===== src/rtl/cfg_chain_loader.sv =====
`default_nettype none
// ============================================================================
// Module   : cfg_chain_loader
// Purpose  : Host-side master of the serial configuration chain. Converts
//            byte-wide host writes (valid/ready) into an LSB-first bit stream
//            of exactly num_bits bits on prog_out/prog_en, and packs the bits
//            returning on the chain tail (prog_in) into readback bytes.
// Ports    : prog_clk             - configuration clock
//            rst                  - synchronous active-high reset
//            start, num_bits      - load command and total bit count
//            din, din_valid/ready - config byte stream (bit 0 shifted first)
//            prog_out, prog_en    - serial data / shift enable to the fabric
//            prog_in              - chain tail from the fabric
//            rb_data, rb_valid    - readback byte (LSB = earliest bit), strobe
//            busy, done           - load in progress / end-of-load pulse
// Revision : 1.0 - initial release
// ============================================================================
module cfg_chain_loader #(
  parameter int unsigned CNT_W = 24
) (
  input  logic             prog_clk,
  input  logic             rst,
  input  logic             start,
  input  logic [CNT_W-1:0] num_bits,
  input  logic [7:0]       din,
  input  logic             din_valid,
  output logic             din_ready,
  output logic             prog_out,
  output logic             prog_en,
  input  logic             prog_in,
  output logic [7:0]       rb_data,
  output logic             rb_valid,
  output logic             busy,
  output logic             done
);

  localparam logic [1:0] S_IDLE  = 2'd0;
  localparam logic [1:0] S_LOAD  = 2'd1;
  localparam logic [1:0] S_SHIFT = 2'd2;
  localparam logic [1:0] S_FIN   = 2'd3;

  logic [1:0]       state_q,     state_d;
  logic [CNT_W-1:0] rem_q,       rem_d;       // bits not yet presented
  logic [7:0]       shreg_q,     shreg_d;
  logic [3:0]       nb_q,        nb_d;        // bits used from current byte
  logic [3:0]       idx_q,       idx_d;       // index of bit on prog_out
  logic             prog_out_q,  prog_out_d;
  logic             prog_en_q,   prog_en_d;
  logic             din_ready_q, din_ready_d;
  logic             busy_q,      busy_d;
  logic             done_q,      done_d;
  logic [7:0]       rb_data_q,   rb_data_d;
  logic             rb_valid_q,  rb_valid_d;
  logic [7:0]       rb_sr_q,     rb_sr_d;
  logic [2:0]       rb_cnt_q,    rb_cnt_d;

  logic             w_accept;
  logic [3:0]       w_nb;
  logic [CNT_W-1:0] w_rem_m1;
  logic             w_last;
  logic [3:0]       w_next_idx;
  logic             w_final_bit;
  logic             w_do_load;
  logic [7:0]       w_rb_byte;

  assign w_accept    = din_valid & din_ready_q;
  assign w_nb        = (rem_q >= CNT_W'(8)) ? 4'd8 : rem_q[3:0];
  assign w_rem_m1    = rem_q - CNT_W'(1);
  assign w_last      = (idx_q == (nb_q - 4'd1));
  assign w_next_idx  = idx_q + 4'd1;
  // Last bit of the whole load is on prog_out this cycle.
  assign w_final_bit = (state_q == S_SHIFT) && w_last && (rem_q == '0);

  always_comb begin
    state_d     = state_q;
    rem_d       = rem_q;
    shreg_d     = shreg_q;
    nb_d        = nb_q;
    idx_d       = idx_q;
    prog_out_d  = 1'b0;
    prog_en_d   = 1'b0;
    din_ready_d = 1'b0;
    busy_d      = busy_q;
    done_d      = 1'b0;
    rb_data_d   = rb_data_q;
    rb_valid_d  = 1'b0;
    rb_sr_d     = rb_sr_q;
    rb_cnt_d    = rb_cnt_q;
    w_do_load   = 1'b0;
    w_rb_byte   = rb_sr_q;

    // Readback: capture the tail for every cycle a bit was shifted.
    if (prog_en_q) begin
      w_rb_byte[rb_cnt_q] = prog_in;
      if ((rb_cnt_q == 3'd7) || w_final_bit) begin
        rb_data_d  = w_rb_byte;
        rb_valid_d = 1'b1;
        rb_sr_d    = '0;
        rb_cnt_d   = '0;
      end else begin
        rb_sr_d  = w_rb_byte;
        rb_cnt_d = rb_cnt_q + 3'd1;
      end
    end

    case (state_q)
      S_IDLE: begin
        if (start) begin
          if (num_bits != '0) begin
            rem_d       = num_bits;
            busy_d      = 1'b1;
            din_ready_d = 1'b1;
            state_d     = S_LOAD;
          end else begin
            done_d  = 1'b1;
            state_d = S_FIN;
          end
        end
      end
      S_LOAD: begin
        if (w_accept) begin
          w_do_load = 1'b1;
        end else begin
          din_ready_d = 1'b1;
        end
      end
      S_SHIFT: begin
        if (!w_last) begin
          idx_d      = w_next_idx;
          prog_out_d = shreg_q[w_next_idx[2:0]];
          prog_en_d  = 1'b1;
          rem_d      = w_rem_m1;
          // Open the input for the next byte while its predecessor's last
          // bit is on the wire, so a continuous stream has no gap.
          din_ready_d = (w_next_idx == (nb_q - 4'd1)) && (w_rem_m1 != '0);
        end else if (rem_q == '0) begin
          done_d  = 1'b1;
          busy_d  = 1'b0;
          state_d = S_FIN;
        end else if (w_accept) begin
          w_do_load = 1'b1;
        end else begin
          din_ready_d = 1'b1;
          state_d     = S_LOAD;
        end
      end
      S_FIN: begin
        state_d = S_IDLE;
      end
      default: begin
        state_d = S_IDLE;
      end
    endcase

    // Accepted byte: its bit 0 goes out in the very next cycle.
    if (w_do_load) begin
      shreg_d    = din;
      nb_d       = w_nb;
      idx_d      = 4'd0;
      prog_out_d = din[0];
      prog_en_d  = 1'b1;
      rem_d      = w_rem_m1;
      // A one-bit byte only occurs as the final bit, so no follow-on byte.
      din_ready_d = 1'b0;
      state_d    = S_SHIFT;
    end
  end

  always_ff @(posedge prog_clk) begin
    if (rst) begin
      state_q     <= S_IDLE;
      rem_q       <= '0;
      shreg_q     <= '0;
      nb_q        <= '0;
      idx_q       <= '0;
      prog_out_q  <= 1'b0;
      prog_en_q   <= 1'b0;
      din_ready_q <= 1'b0;
      busy_q      <= 1'b0;
      done_q      <= 1'b0;
      rb_data_q   <= '0;
      rb_valid_q  <= 1'b0;
      rb_sr_q     <= '0;
      rb_cnt_q    <= '0;
    end else begin
      state_q     <= state_d;
      rem_q       <= rem_d;
      shreg_q     <= shreg_d;
      nb_q        <= nb_d;
      idx_q       <= idx_d;
      prog_out_q  <= prog_out_d;
      prog_en_q   <= prog_en_d;
      din_ready_q <= din_ready_d;
      busy_q      <= busy_d;
      done_q      <= done_d;
      rb_data_q   <= rb_data_d;
      rb_valid_q  <= rb_valid_d;
      rb_sr_q     <= rb_sr_d;
      rb_cnt_q    <= rb_cnt_d;
    end
  end

  assign din_ready = din_ready_q;
  assign prog_out  = prog_out_q;
  assign prog_en   = prog_en_q;
  assign busy      = busy_q;
  assign done      = done_q;
  assign rb_data   = rb_data_q;
  assign rb_valid  = rb_valid_q;

endmodule
`default_nettype wire


===== config.mk =====
export PLATFORM = sky130hd
export DESIGN_NAME = cfg_chain_loader
export DESIGN_NICKNAME = d
export VERILOG_FILES = /design/src/rtl/cfg_chain_loader.sv
export SDC_FILE = /design/constraint.sdc
export NUM_CORES = 1
export LEC_CHECK = 0
export ABC_AREA = 1
export BUFFER_PORTS_ARGS = -buffer_cell sky130_fd_sc_hd__buf_2
export CELL_PAD_IN_SITES_DETAIL_PLACEMENT = 1
export CELL_PAD_IN_SITES_GLOBAL_PLACEMENT = 1
export CORE_MARGIN = 1.5
export CORE_UTILIZATION = 45
export DETAILED_ROUTE_END_ITERATION = 7
export PLACE_DENSITY = 0.89
export SYNTH_ARGS = -nofsm -noshare
export SYNTH_HDL_FRONTEND = slang
export SYNTH_SLANG_ARGS = --single-unit

===== constraint.sdc =====
create_clock -name prog_clk -period 4.47 [get_ports prog_clk]
set_clock_uncertainty 0.1 [all_clocks]
set_input_delay 0.894 -clock prog_clk [delete_from_list [all_inputs] [get_ports prog_clk]]
set_output_delay 0.894 -clock prog_clk [all_outputs]
set_load 0.01 [all_outputs]

==> out/metrics.cfg <==
[outcome]
status = finished, final reports clean

[route]
wl_met1_um = 6450
via_count = 4792
wl_met2_um = 6620
drt_iter0_drc = 220
drc_errors = 0
top_layer_used = met4
route.met3.wl_um = 604
wl_per_cell_um = 15.9
drt_wl_total_um = 13900
postRouteAntennaNets = 0
vias_per_cell = 5.48
first_pass_iters = 5

[min_path]
hp-class = flip-flop to flip-flop

[power]
power.density_nw_per_um2 = 336
p_sw_uw = 565
p_int_mw = 1.10
switching_share_pct = 34.0
seq_power_share_pct = 39.7
leakagePower_nw = 2.41
p_comb_share_pct = 23.7
power_frac_clock_pct = 36.6
ir_drop_v = 0.000176

[worst_setup_path]
path_delay_family = compound AO/OA/AOI/OAI gates
critPathKind = flip-flop to flip-flop
path_cells = inv_2, ha_1, inv_1, or2_0, a21oi_1, nand2_1, nor2_1, nand2_2, o21ai_4, a21boi_1, nor2_1
crit_top_cell = nor2_1
arrival_ps = 3270
critical_path.max_stage_delay_ps = 960
reg2reg_slack_ps = 1380
crit_path_end_kind = flip-flop
path_buf_inv = 2
critical_path.slowest_cell = o21ai_4
startpoint_type = flip-flop
critical_path_required_ps = 4660
crit_fanout = 48

[clock_tree]
clk_latency_ps = 370
cts_buffer_depth = 2
post_cts_buffers = 0
cts_resized = 0
cts_inserted_buffers = 9
cts_sinks = 67
cts_tree = yes
cts_hold_buf = 0
clkTransAtPathRegs_ps = 80
htreeDepth = 3
clock-root-buffer = clkbuf_8

[placed_design]
dp_slack_ps = 1480
place.gp.congestion = 0.884
io_buffers = 50
hpwlAfterDp_um = 9760

[logic_synthesis]
syn_area_um2 = 4440
yosysUniqueCellTypes = 41
ys_ff_latch = 67
synth_nets = 750
synth_area_per_cell_um2 = 6.33
ys_warn_count = 0
synth_cells = 701
seq_area_frac_synth_pct = 30.2

[timing]
setup_slack_ps = 1380
tns_ps = 0
worst_pin_slew_ps = 1250
setup_violations = 0
rsz0062_at_grt = no
period_minus_slack_ps = 3090
fin_crit_sh_pct = 69.1
slew-limit-headroom_pct = 16.1
max_freq_mhz = 324
hold_violations = 0
drv_slew = 0

[final_layout]
drive_above_1_share_pct = 11.9
n_antenna_cell = 0
final_nets = 785
layout_commonest_cell = nand2_1
layout_common_cells = 180 x nand2_1, 93 x nor2_1, 75 x inv_1, 70 x nand3_1, 67 x dfxtp_1
area.growth.synth_to_final_pct = 11.3

[grt]
overflow = 0
grt_pass1_wl_um = 23300
antenna_found_initial = 0
grt_max_degree = 62
track_usage_pct = 28.1
grt_pass1_vias = 4839

[floorplanning]
die_w_um = 102
die_area_um2 = 10500
core_um2 = 9680
fp.dieH_um = 102
rows = 36
initial_utilization_pct = 45.8
ios = 51

[job]
drv_cap = 0

-- cell usage after synthesis (all sizes together) --
cell | n | area, µm²
mux2i | 4 | 40.0
dfxtp | 67 | 1340
nand4 | 25 | 156
ha | 12 | 150
and2 | 1 | 6.26
xnor2 | 3 | 26.3
or2 | 1 | 6.26
nor3 | 2 | 15.0
a31oi | 4 | 31.3
o221ai | 1 | 8.76
nand2 | 184 | 711
xor2 | 7 | 68.8
o22ai | 4 | 25.0
buf | 16 | 129
nand3 | 72 | 370
o21ai | 33 | 180
clkinv | 1 | 3.75
nor2 | 97 | 388
a21oi | 51 | 255
a21boi | 14 | 105
inv | 80 | 300
o211ai | 2 | 15.0
nand3b | 7 | 52.6
clkbuf | 12 | 45.0
nor4 | 1 | 6.26
-- worst register-to-register path, delay by kind of cell (launching register included) --
| kind | cells | cell delay (ps) |
|---|---|---|
| AOI/OAI and AO/OA | 3 | 1360 |
| adders and majority gates | 1 | 300 |
| buffers and inverters | 2 | 150 |
| DFF | 1 | 370 |
| and+or+nand+nor | 5 | 740 |
-- through the flow --
stage	cells	hold WS [ps]	area, µm²	total power, mW	utilization [%]
floorplan	701	336	4440	0.944	-
global placement	858	352	4700	1.03	48.6
detailed placement	858	357	4700	1.05	48.6
CTS	874	368	4940	1.66	51.0
global route	874	394	4940	1.74	51.0
finish	874	366	4940	1.66	51.0
-- layout make-up --
class                      count  area, µm²
inverter                      81        304
sequential                    67       1340
timing repair buffer          52        265
clock inverter                 5       85.1
multi-input combinational    525       2630
tap                          133        166
clock buffer                  11        151
fill                        1387       4750
-- power groups by stage --
| stage | clock (mW) | combinational, mW | sequential (mW) |
|---|---|---|---|
| 6_report | 0.608 | 0.394 | 0.659 |
| 5_1_grt | 0.639 | 0.443 | 0.662 |
| 4_1_cts | 0.613 | 0.389 | 0.658 |
| 3_5_place_dp | 0 | 0.380 | 0.671 |
| 3_3_place_gp | 0 | 0.360 | 0.670 |
| 2_1_floorplan | 0 | 0.283 | 0.661 |
-- state kept, by name (all words and copies together), names as in the netlist --
| register | count |
|---|---|
| rem_q | 24 |
| rb_data | 8 |
| rb_sr_q | 8 |
| shreg_q | 8 |
| idx_q | 4 |
| nb_q | 4 |
| rb_cnt_q | 3 |
| state_q | 2 |
| busy | 1 |
| din_ready | 1 |
| done | 1 |
| prog_en | 1 |
| prog_out | 1 |
| rb_valid | 1 |
-- final timing paths --
check | start | endpoint | cells past startpoint
setup reg to reg | nb_q[0]$_SDFFE_PP0P_ | rem_q[16]$_SDFFE_PP0P_ | 11
setup / recovery | nb_q[0]$_SDFFE_PP0P_ | rem_q[16]$_SDFFE_PP0P_ | 11
hold reg to reg | busy$_SDFFE_PP0P_ | busy$_SDFFE_PP0P_ | 2
hold / removal | busy$_SDFFE_PP0P_ | busy$_SDFFE_PP0P_ | 2
-- per-layer routing --
layer	track usage, %	vias up
li1	-	2353
met4	9.27	0
met1	37.6	2305
met5	0	-
met2	46.5	116
met3	4.24	18
-- cells by family after synthesis --
logic type	synth area share, %
flops	30.2
mux	0.902
fa+ha+maj	3.38
compound gates	14.0
buf+inv	10.8
simple gates	38.6
xor+xnor	2.14
No activity file was read; power rests on OpenSTA's default activity.
